===== config.mk =====
export PLATFORM = sky130hd
export DESIGN_NAME = con_eval_unit
export DESIGN_NICKNAME = d
export VERILOG_FILES = /design/src/rtl/con_eval_unit.sv
export SDC_FILE = /design/constraint.sdc
export NUM_CORES = 1
export LEC_CHECK = 0
export CAP_MARGIN = 20
export CORE_MARGIN = 5
export CORE_UTILIZATION = 23
export DETAILED_ROUTE_END_ITERATION = 12
export PLACE_DENSITY = 0.75
export SLEW_MARGIN = 30
export SYNTH_ARGS = -nofsm -noshare
export SYNTH_HDL_FRONTEND = slang
export SYNTH_SLANG_ARGS = --single-unit

===== constraint.sdc =====
create_clock -name clock -period 1.2 [get_ports clock]
set_clock_uncertainty 0.15 [all_clocks]
set_input_delay 0.18 -clock clock [delete_from_list [all_inputs] [get_ports clock]]
set_output_delay 0.18 -clock clock [all_outputs]
set_load 0.05 [all_outputs]

===== src/rtl/con_eval_unit.sv =====
// con_eval_unit: two-stage branch-condition evaluator (flag capture, then evaluate/register).
// Define CON_EVAL_HISTORY_EN to build the con_hist / hist_count result history.
module con_eval_unit #(
   parameter int DATA_WIDTH = 32,
   parameter int HIST_DEPTH = 8
) (
   input  logic                            clock,
   input  logic                            clear,
   input  logic                            con_in,
   input  logic [2:0]                      cond_sel,
   input  logic signed [DATA_WIDTH-1:0]    bus_mux_out,
   output logic                            con_out,
   output logic                            con_valid,
   output logic [HIST_DEPTH-1:0]           con_hist,
   output logic [$clog2(HIST_DEPTH+1)-1:0] hist_count
);

   localparam int CNT_W = $clog2(HIST_DEPTH+1);

   function automatic logic eval_cond(input logic [2:0] code, input logic zero, input logic neg);
      case (code)
         3'b000:  return zero;
         3'b001:  return !zero;
         3'b010:  return !neg;
         3'b011:  return neg;
         3'b100:  return !neg && !zero;
         3'b101:  return neg || zero;
         3'b110:  return 1'b1;
         default: return 1'b0;
      endcase
   endfunction

   logic [2:0] cond_p1;
   logic       zero_p1;
   logic       neg_p1;
   logic       vld_p1;
   logic       res_p1;

   // Stage 1: capture condition code and operand flags on the strobe
   always_ff @(posedge clock) begin
      if (clear) vld_p1 <= 1'b0;
      else       vld_p1 <= con_in;
   end

   always_ff @(posedge clock) begin
      if (con_in) begin
         cond_p1 <= cond_sel;
         zero_p1 <= (bus_mux_out == '0);
         neg_p1  <= bus_mux_out[DATA_WIDTH-1];
      end
   end

   assign res_p1 = eval_cond(cond_p1, zero_p1, neg_p1);

   // Stage 2: register result; con_out holds between valid pulses
   always_ff @(posedge clock) begin
      if (clear) begin
         con_out   <= 1'b0;
         con_valid <= 1'b0;
      end else begin
         con_valid <= vld_p1;
         if (vld_p1) con_out <= res_p1;
      end
   end

`ifdef CON_EVAL_HISTORY_EN
   function automatic logic [CNT_W-1:0] sat_inc(input logic [CNT_W-1:0] cnt);
      if (cnt == CNT_W'(HIST_DEPTH)) return cnt;
      else                            return cnt + CNT_W'(1);
   endfunction

   logic [HIST_DEPTH-1:0] hist_p2;
   logic [CNT_W-1:0]      cnt_p2;

   // History advances on the same edge that raises con_valid
   always_ff @(posedge clock) begin
      if (clear) begin
         hist_p2 <= '0;
         cnt_p2  <= '0;
      end else if (vld_p1) begin
         hist_p2 <= (hist_p2 << 1) | HIST_DEPTH'(res_p1);
         cnt_p2  <= sat_inc(cnt_p2);
      end
   end

   assign con_hist   = hist_p2;
   assign hist_count = cnt_p2;
`else
   assign con_hist   = '0;
   assign hist_count = '0;
`endif

endmodule


==> results of run 1 <==
[power breakdown]
part           total (mW)  internal, mW  switching [mW]
clock network       0.226         0.128          0.0982
registers           0.326         0.312          0.0138
logic               0.294         0.142           0.152
[through the flow]
stage,util [%],setup TNS (ps),instance area (um^2),hold slack [ps]
floorplan,-,-103.8,494.2,101.6
global placement,44.14,-662.6,848.3,340.4
detailed placement,44.14,-853.5,848.3,341.9
CTS,47.14,-249.0,905.9,320.8
global route,50.98,-303.9,979.7,238.0
finish,50.98,-222.3,979.7,214.7
[critical path, delay by kind of cell (launching register included)]
kind	cells	cell delay [ps]
simple gates	1	150
flops	1	420
compound gates	3	580
[layer usage]
metal	share of wire, %	track usage (%)	routed length, um	vias to the layer above
met2	49	22.11	841	43
met5	0	0	0	-
li1	-	-	-	231
met3	13	6.812	227	4
met4	1.8	7.469	31	0
met1	36	7.225	610	213
[synthesized netlist by cell type]
| master | number | area share [%] |
|---|---|---|
| conb_1 | 1 | 0.83 |
| dfxtp_1 | 3 | 13 |
| nor3b_1 | 1 | 1.7 |
| nand4_1 | 2 | 2.8 |
| nor2b_1 | 3 | 4.1 |
| nor2_1 | 2 | 1.7 |
| edfxtp_1 | 5 | 33 |
| nor3b_2 | 1 | 2.8 |
| buf_4 | 12 | 20 |
| inv_1 | 1 | 0.83 |
| a311o_1 | 1 | 2.2 |
| nand2_1 | 1 | 0.83 |
| o21bai_1 | 1 | 1.7 |
| nor4_1 | 8 | 11 |
| a21oi_1 | 1 | 1.1 |
| a2111oi_1 | 1 | 2.2 |
[layout by cell type, fill, tap and decap left out]
master,synthesis,layout
clkbuf_1,0,1
nor2_1,2,2
a2111oi_2,0,1
edfxtp_1,5,5
nand4_1,2,2
clkbuf_4,0,3
o21bai_1,1,1
nor4_2,0,7
inv_1,1,1
a311o_1,1,1
dfxtp_1,3,3
nor3b_2,1,1
nor3b_1,1,1
buf_4,12,3
clkdlybuf4s50_1,0,25
nand2_1,1,1
nor2b_1,3,3
buf_12,0,2
a21oi_2,0,1
nor4_1,8,1
dlymetal6s2s_1,0,12
conb_1,1,12
[path summary, 6_finish.rpt]
check                                          start                   end  slack, ps  depth (start not counted)
worst max-delay path            cond_p1[2]$_DFFE_PP_  con_out$_SDFFE_PP0P_       -220                          4
worst min-delay path                 bus_mux_out[14]     zero_p1$_DFFE_PP_        210                          4
worst max register to register  cond_p1[2]$_DFFE_PP_  con_out$_SDFFE_PP0P_       -220                          4
worst min register to register     vld_p1$_SDFF_PP0_  con_valid$_SDFF_PP0_        350                          1
[sequential cells by signal (all words and copies together) (netlist names)]
| register | cells |
|---|---|
| con_out | 1 |
| con_valid | 1 |
| cond_p1 | 3 |
| neg_p1 | 1 |
| vld_p1 | 1 |
| zero_p1 | 1 |
[repair_timing]
action                                  4_1_cts  5_1_grt
cloned                                        0        0
resized for setup                             2       19
pin swaps                                     1        8
setup buffers                                 3        0
endpoints found under the setup margin        1        2
[logic make-up (layout without fill, tap and decap cells)]
family / after synthesis / in the layout
and+or+nand+nor: 18 / 18
buffers and inverters: 13 / 47
DFF: 8 / 8
AOI/OAI and AO/OA: 4 / 4
other: 1 / 12
[area by class of cell]
type | count | area [um^2] | area share [%]
Sequential cell | 8 | 210.2 | 21.46
Inverter | 1 | 3.754 | 0.3831
Tap cell | 27 | 33.78 | 3.448
Multi-Input combinational cell | 34 | 242.7 | 24.78
Clock buffer | 4 | 26.28 | 2.682
Timing Repair Buffer | 42 | 462.9 | 47.25
==> results_tabular.tex, run 1 <==
\begin{tabular}{lr}
\hline
Metric & Value \\
\hline
\multicolumn{2}{l}{\textbf{Timing}} \\
Final hold violation count & 0 \\
Max Freq & 703.1 MHz \\
Final Worst Setup Slack & -222.3 ps \\
Unrepaired setup endpoints after global routing & yes \\
Period utilization & 118.5\% \\
Setup violation total in the final timing report & 1 \\
Minimum clock period after layout & 1422 ps \\
Max Slew Vio Count & 0 \\
\multicolumn{2}{l}{\textbf{Power and ir drop}} \\
Power Density & 864.0 nW/um\^{}2 \\
Overall Power & 0.8464 mW \\
Total leakage power & 0.4461 nW \\
Worst IR Drop VDD & 0.4959 mV \\
\multicolumn{2}{l}{\textbf{Yosys}} \\
Cells after synthesis & 44 \\
Fraction of the mapped netlist area in simple logic gates & 24.86\% \\
Number of library cell types mapped by synthesis & 16 \\
Sequential share of the synthesized area & 46.41\% \\
Post-synthesis mux area share & 0\% \\
Parity-gate share of the synthesized area counting xor and xnor cells & 0\% \\
Ys Warns & 0 \\
Adder and majority gate portion of the synthesized area & 0\% \\
Post-Synthesis Mean Instance Area & 10.29 um\^{}2 \\
Post-Synthesis Cell Area & 452.9 um\^{}2 \\
Compound-cell area share of the yosys netlist & 7.182\% \\
Dominant combinational cell family by area after synthesis & simple AND/OR/NAND/NOR gates \\
Synthesized flop and latch total & 8 \\
\multicolumn{2}{l}{\textbf{CTS}} \\
Total CTS buffers & 3 \\
Number of sinks handled by clock tree synthesis & 8 \\
CTS clock-pin slew for the worst setup and hold paths & 60 ps \\
TritonCTS clock tree & done \\
H-Tree Depth & 1 \\
Insertion delay to the later sink of the worst-skew pair & 260 ps \\
Maximum clock insertion buffer count & 2 \\
\# hold bufs at CTS & 0 \\
Clock root buffer & clkbuf\_4 \\
\multicolumn{2}{l}{\textbf{Route}} \\
Routed wire length per instance & 14.75 um \\
DRC viols & 0 \\
Final WL & 1711 um \\
Vias per cell & 4.233 \\
TritonRoute pass-1 iters & 2 \\
Antenna-violating nets left & 0 \\
Detailed router's first-iteration violation count & 4 \\
Routed via count & 491 \\
\multicolumn{2}{l}{\textbf{Die}} \\
Y dimension of the die & 54.38 um \\
\# rows & 16 \\
Die Wd & 54.38 um \\
Floorplan Core Area & 1922 um\^{}2 \\
Effective utilization at floorplan & 23.57\% \\
Die Outline Area & 2957 um\^{}2 \\
Number of placed I/O pins & 52 \\
\multicolumn{2}{l}{\textbf{Worst setup path}} \\
Data arrival at the endpoint of the critical path & 1410 ps \\
Cells along the critical path & nor2b\_1 > o21bai\_1 > a2111oi\_2 > a311o\_1 \\
Worst endpoint required time & 1190 ps \\
Worst Path Max Fanout & 3 \\
Cell at the slowest stage of the critical path & edfxtp\_1 \\
Worst setup SP type & register \\
Crit-path max cell delay & 420 ps \\
Critical path type & register to register \\
Setup crit end kind & register \\
\multicolumn{2}{l}{\textbf{Place}} \\
Setup slack after placement & -281.2 ps \\
Total half-perimeter wirelength after legalization and detailed placement & 1330 um \\
Routability-driven placement congestion ratio & 0.7857 \\
Count of placed standard cells including taps & 109 \\
IO buf count & 39 \\
\multicolumn{2}{l}{\textbf{GRT}} \\
Total congestion overflow & 0 \\
Number of global-route vias before repair & 601 \\
Maximum number of pins on one net before global-route repair & 7 \\
Global-route wire length before repair & 2173 um \\
Initial antenna violation count & 0 \\
Overall fraction of global-route tracks in use & 11.21\% \\
\multicolumn{2}{l}{\textbf{Finish}} \\
Total number of nets in the final design & 128 \\
Final Non-Filler Cells & 116 \\
Number of diodes added for antenna fixing & 0 \\
Synthesis-to-finish area growth & 116.3\% \\
Number of fillers in the final layout & 176 \\
Share of post-route cells with drive strength above 1 & 20.22\% \\
\multicolumn{2}{l}{\textbf{Hold path}} \\
Worst hold path type & input pin to register \\
\multicolumn{2}{l}{\textbf{Outcome}} \\
Status & complete, but fails checks \\
Violated checks & setup timing \\
\multicolumn{2}{l}{\textbf{Job}} \\
Max-Cap Viols & 0 \\
\hline
\end{tabular}
Note: power is estimated with default switching activity, not from simulation.
==> run 2: changes to the inputs <==
==> constraint.sdc (replaced) <==
create_clock -name clock -period 1.3 [get_ports clock]
set_clock_uncertainty 0.15 [all_clocks]
set_input_delay 0.26 -clock clock [delete_from_list [all_inputs] [get_ports clock]]
set_output_delay 0.26 -clock clock [all_outputs]
set_load 0.05 [all_outputs]
==> run 2 against run 1 <==
Compared with the run above:
- the run still ends with setup timing left
- hold slack gained 79 ps
- clock power fell by 8%
- register-to-register slack gained 100 ps
- critical path type unchanged
- critical endpoint unchanged
==> results_tabular.tex, run 2 (synthesized netlist as in run 1, its figures left out) <==
\begin{tabular}{lr}
\hline
Metric & Value \\
\hline
\multicolumn{2}{l}{\textbf{Timing}} \\
Final Worst Setup Slack & -120.7 ps (+101.7 ps) \\
Period utilization & 109.3\% (-9.2 points) \\
Setup violation total in the final timing report & 1 (unchanged) \\
Max Slew Vio Count & 0 (unchanged) \\
Max Freq & 703.9 MHz (+0.12\%) \\
Final hold violation count & 0 (unchanged) \\
Unrepaired setup endpoints after global routing & yes \\
Aggregate negative setup slack & -120.7 ps (+101.7 ps) \\
Minimum clock period after layout & 1421 ps (-1.654 ps) \\
\multicolumn{2}{l}{\textbf{Power and ir drop}} \\
Proportion of power drawn by the clock network & 26.8\% (about the same) \\
Total net switching power & 0.2396 mW (-9.4\%) \\
Power Density & 804.7 nW/um\^{}2 (-6.9\%) \\
Switching Share & 30.86\% (-0.37 points) \\
Total leakage power & 0.4360 nW (-2.3\%) \\
Reg power frac & 38.8\% (+0.3 points) \\
Worst IR Drop VDD & 0.4799 mV (-3.2\%) \\
Overall Power & 0.7762 mW (-8.3\%) \\
Share of power burned in combinational logic & 34.4\% (-0.4 points) \\
Design internal power & 0.5366 mW (-7.8\%) \\
\multicolumn{2}{l}{\textbf{CTS}} \\
Maximum clock insertion buffer count & 2 (unchanged) \\
Number of sinks handled by clock tree synthesis & 8 (unchanged) \\
CTS clock-pin slew for the worst setup and hold paths & 60 ps (about the same) \\
Insertion delay to the later sink of the worst-skew pair & 260 ps (about the same) \\
H-Tree Depth & 1 (unchanged) \\
\# hold bufs at CTS & 0 (unchanged) \\
Clock root buffer & clkbuf\_4 \\
TritonCTS clock tree & done \\
Total CTS buffers & 3 (unchanged) \\
\multicolumn{2}{l}{\textbf{Finish}} \\
Utilization after layout & 50.20\% (-0.78 points) \\
Max reg flops & 3 (unchanged) \\
Most frequent cells in the layout & clkdlybuf4s50\_1, conb\_1, dlymetal6s2s\_1 \\
Largest Register & cond\_p1 \\
Share of post-route cells with drive strength above 1 & 17.98\% (-2.2 points) \\
Synthesis-to-finish area growth & 113.0\% \\
Commonest non-fill, non-tap cell in the layout & clkdlybuf4s50\_1 \\
Total number of nets in the final design & 128 (unchanged) \\
Number of diodes added for antenna fixing & 0 (unchanged) \\
\multicolumn{2}{l}{\textbf{Worst setup path}} \\
Worst endpoint required time & 1290 ps (+100 ps) \\
Critical path type & register to register \\
Destination of the critical timing path & con\_out\$\_SDFFE\_PP0P\_ \\
Destination of the worst register-to-register timing path & con\_out\$\_SDFFE\_PP0P\_ \\
Worst Path Max Fanout & 3 (unchanged) \\
Reg2Reg Launch Point & cond\_p1[2]\$\_DFFE\_PP\_ \\
Number of cells on the worst reg-to-reg path & 4 (unchanged) \\
Critical path origin & cond\_p1[2]\$\_DFFE\_PP\_ \\
Worst setup SP type & register \\
R2r setup slk & -120 ps (+100 ps) \\
Data arrival at the endpoint of the critical path & 1410 ps (about the same) \\
Setup crit end kind & register \\
\multicolumn{2}{l}{\textbf{Route}} \\
Vias per cell & 4.259 (+0.61\%) \\
Detailed router's first-iteration violation count & 3 (-1) \\
Antenna-violating nets left & 0 (unchanged) \\
Routed via count & 494 (+0.61\%) \\
Final WL & 1641 um (-4.1\%) \\
TritonRoute pass-1 iters & 3 (+1) \\
Routed wire length per instance & 14.15 um (-4.1\%) \\
DRC viols & 0 (unchanged) \\
\multicolumn{2}{l}{\textbf{GRT}} \\
Total congestion overflow & 0 (unchanged) \\
Global-route wire length before repair & 2173 um (unchanged) \\
Overall fraction of global-route tracks in use & 11.21\% (unchanged) \\
Initial antenna violation count & 0 (unchanged) \\
Number of global-route vias before repair & 601 (unchanged) \\
Maximum number of pins on one net before global-route repair & 7 (unchanged) \\
\multicolumn{2}{l}{\textbf{Place}} \\
Total half-perimeter wirelength after legalization and detailed placement & 1330 um (unchanged) \\
IO buf count & 39 (unchanged) \\
Routability-driven placement congestion ratio & 0.7857 (unchanged) \\
\multicolumn{2}{l}{\textbf{Job}} \\
Max-Cap Viols & 0 (unchanged) \\
\multicolumn{2}{l}{\textbf{Die}} \\
Y dimension of the die & 54.38 um (unchanged) \\
Effective utilization at floorplan & 23.57\% (unchanged) \\
Die Outline Area & 2957 um\^{}2 (unchanged) \\
Number of placed I/O pins & 52 (unchanged) \\
Die Wd & 54.38 um (unchanged) \\
\# rows & 16 (unchanged) \\
Floorplan Core Area & 1922 um\^{}2 (unchanged) \\
\multicolumn{2}{l}{\textbf{Outcome}} \\
Violated checks & setup timing \\
Status & complete, but fails checks \\
\multicolumn{2}{l}{\textbf{Hold path}} \\
Worst hold start & bus\_mux\_out[14] \\
Worst hold path type & input pin to register \\
\hline
\end{tabular}
[run 2: cell count changes in the layout (fill, tap and decap cells not counted), sizes merged]
cell,change
clkdlybuf4s50,+1
dlymetal6s2s,-1
[run 2: area by class of cell]
type / instances / area (um^2)
repair buffers: 42 / 460.4
clock buffers: 4 / 26.28
fillers: 182 / 957.2
multi-input cells: 34 / 230.2
flip-flops and latches: 8 / 210.2
well taps: 27 / 33.78
inverters: 1 / 3.754
[run 2: worst max-delay path: stages (launching register included)]
cell and delay [ps]:
edfxtp_1 420, nor2b_1 150, o21bai_1 190, a2111oi_2 100
a311o_1 290
[run 2: worst min path at each step]
stage / to / slack, ps / depth (start not counted)
2_1_floorplan: con_valid$_SDFF_PP0_ / 180 / 1
3_3_place_gp: con_valid$_SDFF_PP0_ / 340 / 1
4_1_cts: con_valid$_SDFF_PP0_ / 350 / 1
3_5_place_dp: con_valid$_SDFF_PP0_ / 340 / 1
6_report: zero_p1$_DFFE_PP_ / 290 / 4
5_1_grt: zero_p1$_DFFE_PP_ / 320 / 4
[run 2: metal layers]
metal | GRT usage [%] | vias up | routed length [um] | part of all wire (%)
met1 | 7.225 | 216 | 567 | 35
met3 | 6.812 | 4 | 232 | 14
met2 | 22.11 | 43 | 809 | 49
li1 | - | 231 | - | -
met4 | 7.469 | 0 | 31 | 1.9
met5 | 0 | - | 0 | 0
[run 2: what timing repair did]
item / 4_1_cts / 5_1_grt
endpoints found under the hold margin: 0 / 0
gates resized for setup: 2 / 16
pin swaps: 1 / 8
setup buffers: 3 / 0
endpoints found under the setup margin: 1 / 2
cloned: 0 / 0
[run 2: per-stage QoR]
step                cell area [um^2]  worst slack, ps  instances  hold slack [ps]
floorplan                      494.2           -3.764         55            181.6
global placement               848.3           -213.2        109            340.4
detailed placement             848.3           -239.4        109            341.9
CTS                            905.9           -149.0        116            349.4
global route                   964.7           -188.2        116            318.0
finish                         964.7           -120.7        116            293.9
[run 2: power groups by stage]
stage	combinational [mW]	sequential, mW	clock (mW)
final	0.267	0.301	0.208
after CTS	0.262	0.301	0.215
after floorplan	0.123	0.314	0
after detailed placement	0.246	0.306	0
after global placement	0.241	0.304	0
after global routing	0.279	0.303	0.231
==> run 3: changes to the inputs <==
--- a/config.mk
+++ b/config.mk
@@ -5,7 +5,6 @@
 export SDC_FILE = /design/constraint.sdc
 export NUM_CORES = 1
 export LEC_CHECK = 0
-export CAP_MARGIN = 20
 export CORE_MARGIN = 5
 export CORE_UTILIZATION = 23
 export DETAILED_ROUTE_END_ITERATION = 12
==> results of run 3 <==
Final layout, timing and power as in run 2 (identical DEF).
==> RTL change 1, RTL diff (config.mk and constraints of run 3) <==
Change the parameter `DATA_WIDTH` from 32 to 16.
--- a/src/rtl/con_eval_unit.sv
+++ b/src/rtl/con_eval_unit.sv
@@ -2,5 +2,5 @@
 // Define CON_EVAL_HISTORY_EN to build the con_hist / hist_count result history.
 module con_eval_unit #(
-   parameter int DATA_WIDTH = 32,
+   parameter int DATA_WIDTH = 16,
    parameter int HIST_DEPTH = 8
 ) (
Interface: changed (resized bus_mux_out); port bits go from 52 to 36. No check against the original RTL was run, so the function may have changed too.
==> RTL change 1 against run 3 <==
- the flow still finishes with violations (setup timing)
- final area decreased by 29%
- area after synthesis decreased by 7.2%
- setup slack got worse by 0.011 ns
- first-iteration DRC count decreased by 100%
- routed wire length decreased by 40%
- sequential power about the same
- sequential cell count unchanged
- power decreased by 9.1%
- critical path type unchanged
- highest routed layer unchanged
==> RTL change 1: results (changes against run 3) <==
Global routing
  • Tot GR Track Use: 9.31% (was 11.2%)
  • Maximum number of pins on one net before global-route repair: 7 (unchanged)
  • Number of global-route vias before repair: 402 (was 601)

Logic synthesis
  • Post-synthesis sequential area ratio: 50.0% (was 46.4%)
  • Ranking of synthesized cells by area: edfxtp_1, buf_4, dfxtp_1, nor4_1, nor2b_1 (unchanged)
  • Compound-gate portion of the synthesized area: 7.74% (was 7.18%)
  • Adder-Cell Fraction of Synth Area: 0% (unchanged)
  • Top cell types by occurrence after synthesis: buf_4, edfxtp_1, nor4_1, dfxtp_1, nor2b_1 (was buf_4, nor4_1, edfxtp_1, dfxtp_1, nor2b_1)

STA
  • Worst setup slack after layout: -0.132 ns (was -0.121 ns)
  • Final hold slack: 0.361 ns (was 0.294 ns)
  • Number of setup violations in the final report: 1 (unchanged)

Worst hold path
  • Hold/Removal Path Class: reg2reg (was in2reg)
  • Hold Crit Start: vld_p1 (was bus_mux_out[14])

Setup path
  • Endpoint arrival time on the critical path: 1.43 ns (was 1.41 ns)

Detailed routing
  • Drt initial violations: 0 (was 3)
  • Count of vias placed by the detailed router: 353 (was 494)
  • Detailed-route wire length: 990 µm (was 1640 µm)

Status
  • Run status: complete, but fails checks (unchanged)
  • Violations in the final reports: setup timing (unchanged)

Final layout
  • Final layout net count: 87 (was 128)
  • Sequential standard cell area: 210 µm² (unchanged)
  • Layout cells sized above 1: 10.9% (was 18.0%)
  • Fill cell total of the finished layout: 187 (was 182)

Place
  • Count of port buffers added during placement: 23 (was 39)
  • Placement Cell Area: 653 µm² (was 848 µm²)
  • Routability cong.: 0.625 (was 0.786)

Power and ir drop
  • LEAKAGE: 0.257 nW (was 0.436 nW)
[RTL change 1: changes by cell type after synthesis, sizes merged]
cell,delta
nor4,-4
nand4,-2
nor2,-1
and4,+1
[RTL change 1: critical path, cell delays in order, from the launching register on]
cell and delay, ns:
edfxtp_1 0.42, nor2b_1 0.15, o21bai_1 0.21, a2111oi_2 0.11, a311o_1 0.27
[RTL change 1: layer usage]
| layer | part of all wire [%] | GRT usage [%] | vias to the layer above | wire length, µm |
|---|---|---|---|---|
| met5 | 0 | 0 | - | 0 |
| met4 | 2.9 | 7.66 | 0 | 29 |
| met3 | 15 | 5.70 | 3 | 153 |
| met2 | 55 | 16.7 | 28 | 540 |
| met1 | 27 | 6.67 | 157 | 267 |
| li1 | - | - | 165 | - |
[RTL change 1: final timing paths]
path,endpoint,cells after the start
max,con_out,4
min,con_valid,1
max reg2reg,con_out,4
min reg2reg,con_valid,1
[RTL change 1: area by class of cell]
type | count | share of cell area [%]
timing repair buffer | 23 | 36.6
tap | 25 | 4.57
multi-input combinational | 28 | 23.8
sequential | 8 | 30.7
clock buffer | 4 | 3.84
inverter | 1 | 0.548
[RTL change 1: report_power, final]
part           internal, mW  switching, mW
Sequential            0.288         0.0124
Combinational        0.0802          0.114
Clock                 0.118         0.0933
Total                 0.486          0.219
[RTL change 1: stage by stage]
step	setup slack (ns)	std cells	setup TNS, ns
2_1_floorplan	-0.00376	49	-0.00376
3_3_place_gp	-0.160	85	-0.534
3_5_place_dp	-0.220	85	-0.715
4_1_cts	-0.142	89	-0.142
5_1_grt	-0.217	89	-0.217
6_report	-0.132	89	-0.132
[RTL change 1: repair_timing]
| item | in CTS | in global routing |
|---|---|---|
| endpoints found under the setup margin | 1 | 1 |
| resized for setup | 1 | 0 |
| pin swaps | 1 | 0 |
| setup buffers | 0 | 0 |
==> RTL change 2, RTL diff (settings of run 3) <==
Made on the original files. Register the inputs `con_in`, `cond_sel` and `bus_mux_out` before use. The logic sees them one clock later. The other inputs are not delayed to match.
--- a/src/rtl/con_eval_unit.sv
+++ b/src/rtl/con_eval_unit.sv
@@ -17,4 +17,14 @@
 
    localparam int CNT_W = $clog2(HIST_DEPTH+1);
+
+   logic con_q;
+   logic [2:0] cond_sel_q;
+   logic signed [DATA_WIDTH-1:0] bus_mux_out_q;
+
+   always_ff @(posedge clock) begin
+      con_q         <= con_in;
+      cond_sel_q    <= cond_sel;
+      bus_mux_out_q <= bus_mux_out;
+   end
 
    function automatic logic eval_cond(input logic [2:0] code, input logic zero, input logic neg);
@@ -40,12 +50,12 @@
    always_ff @(posedge clock) begin
       if (clear) vld_p1 <= 1'b0;
-      else       vld_p1 <= con_in;
+      else       vld_p1 <= con_q;
    end
 
    always_ff @(posedge clock) begin
-      if (con_in) begin
-         cond_p1 <= cond_sel;
-         zero_p1 <= (bus_mux_out == '0);
-         neg_p1  <= bus_mux_out[DATA_WIDTH-1];
+      if (con_q) begin
+         cond_p1 <= cond_sel_q;
+         zero_p1 <= (bus_mux_out_q == '0);
+         neg_p1  <= bus_mux_out_q[DATA_WIDTH-1];
       end
    end
Behaviour: not the same (Yosys sat finds a counterexample within 4 cycles, from zero or initial values).
==> RTL change 2 against run 3 <==
- the flow still finishes with violations (setup timing)
- area after synthesis increased to 2.6 times the old value
- setup slack got worse by 0.0014 ns
- sequential share of layout area increased by 32 points
- first-iteration DRC count rose to 5.0 times the old value
- via count increased by 39%
- power rose to 3.3 times the old value
- routed wire length increased by 12%
- hold slack worse by 0.035 ns
- final area up 81%
- final cell count up 70%
- synthesized cell count up 82%
- sequential cell count grew 36
- count of clock-buffer cells in the layout rose by 4
- critical endpoint unchanged
- largest power group unchanged
- highest routed layer unchanged
==> RTL change 2: results (changes against run 3) <==
Global routing
  • Number of global-route vias before repair: 707 (was 601)
  • Wire length of the first global-routing pass: 2770 µm (was 2170 µm)
  • Maximum number of pins on one net before global-route repair: 14 (was 7)
  • Tot GR Track Use: 5.95% (was 11.2%)

STA
  • Worst setup slack after layout: -0.122 ns (was -0.121 ns)
  • Number of setup violations in the final report: 1 (unchanged)
  • Final TNS setup: -0.122 ns (was -0.121 ns)

Logic synthesis
  • Ranking of synthesized cells by area: dfxtp_1, edfxtp_1, buf_4, nor4_1, nor2b_1 (was edfxtp_1, buf_4, dfxtp_1, nor4_1, nor2b_1)
  • Biggest area consumer among synthesized cells: dfxtp_1 (was edfxtp_1)
  • Post-synthesis sequential area ratio: 79.3% (was 46.4%)
  • Commonest register cell after synthesis: dfxtp_1 (was edfxtp_1)
  • Top cell types by occurrence after synthesis: dfxtp_1, buf_4, nor4_1, edfxtp_1, nor2b_1 (was buf_4, nor4_1, edfxtp_1, dfxtp_1, nor2b_1)

Detailed routing
  • Count of vias placed by the detailed router: 689 (was 494)
  • Drt initial violations: 15 (was 3)
  • Average detailed-routed wire length per instance: 9.32 µm (was 14.1 µm)

CTS
  • Number of buffers created by CTS: 5 (was 3)
  • Cell chosen for the clock root: clkbuf_8 (was clkbuf_4)
  • Post-CTS Setup Inserts: 0 (was 3)
  • Clock latency at the later pin of the worst-skew pair: 0.28 ns (was 0.26 ns)
  • Number of H-tree levels: 2 (was 1)

Worst hold path
  • Hold/Removal Path Class: reg2reg (was in2reg)

Place
  • Placed wire-length estimate after detailed placement: 1560 µm (was 1330 µm)
  • Cell Count Post-Placement: 189 (was 109)
  • Count of port buffers added during placement: 39 (unchanged)
  • Placement Cell Area: 1630 µm² (was 848 µm²)
  • Routability cong.: 0.610 (was 0.786)

Status
  • Run status: complete, but fails checks (unchanged)
  • Violations in the final reports: setup timing (unchanged)

Final layout
  • Number of standard cells in the final layout excluding fillers: 197 (was 116)
  • Layout cells sized above 1: 10.2% (was 18.0%)
  • Syn-to-layout area delta: 48.4% (was 113%)
  • Fill cell total of the finished layout: 520 (was 182)

Power and ir drop
  • LEAKAGE: 0.665 nW (was 0.436 nW)
  • VDD IR max: 0.000635 V (was 0.000480 V)

Setup path
  • Endpoint arrival time on the critical path: 1.45 ns (was 1.41 ns)
  • Longest individual stage delay on the worst path: 0.42 ns (about the same)
-- RTL change 2: kinds of logic (layout without fill, tap and decap cells) --
| logic type | Yosys count | count (layout) | share of synthesized area (%) |
|---|---|---|---|
| AO/OA/AOI/OAI | 4 | 4 | 2.77 |
| buffers and inverters | 13 | 49 | 8.00 |
| flip-flops | 44 | 44 | 79.3 |
| other | 1 | 12 | 0.320 |
| AND/OR/NAND/NOR | 18 | 18 | 9.60 |
-- RTL change 2: report_power, final --
| part | switching [mW] | internal, mW | total [mW] |
|---|---|---|---|
| Clock | 0.393 | 0.484 | 0.877 |
| Sequential | 0.0305 | 1.45 | 1.48 |
| Combinational | 0.116 | 0.124 | 0.240 |
| Total | 0.540 | 2.06 | 2.60 |
-- RTL change 2: layout make-up --
cell class	instances	share of cell area (%)
clock buffer	8	5.75
inverter	1	0.216
multi-input combinational	34	11.6
sequential	44	53.4
tap	70	5.03
timing repair buffer	40	24.0
-- RTL change 2: what timing repair did --
action	CTS	global route
cloned	0	0
setup endpoints to repair	2	2
pin swaps	0	0
gates resized for setup	2	0
-- RTL change 2: worst paths after layout --
| path | cells after the start | end | slack (ns) |
|---|---|---|---|
| worst max register to register | 4 | con_out | -0.12 |
| worst min-delay path | 0 | cond_p1[0] | 0.26 |
| worst min register to register | 0 | cond_p1[0] | 0.26 |
| worst max-delay path | 4 | con_out | -0.12 |
-- RTL change 2: worst reg2reg max path: cells and delay by family (launching register included) --
kind	cells	cell delay, ns
and+or+nand+nor	1	0.15
DFF	1	0.42
AOI/OAI and AO/OA	3	0.59
-- RTL change 2: per-layer routing --
metal | wire [µm] | global-route usage [%]
met5 | 0 | 0
met4 | 33 | 3.72
met3 | 245 | 3.84
met2 | 885 | 9.85
met1 | 673 | 5.39
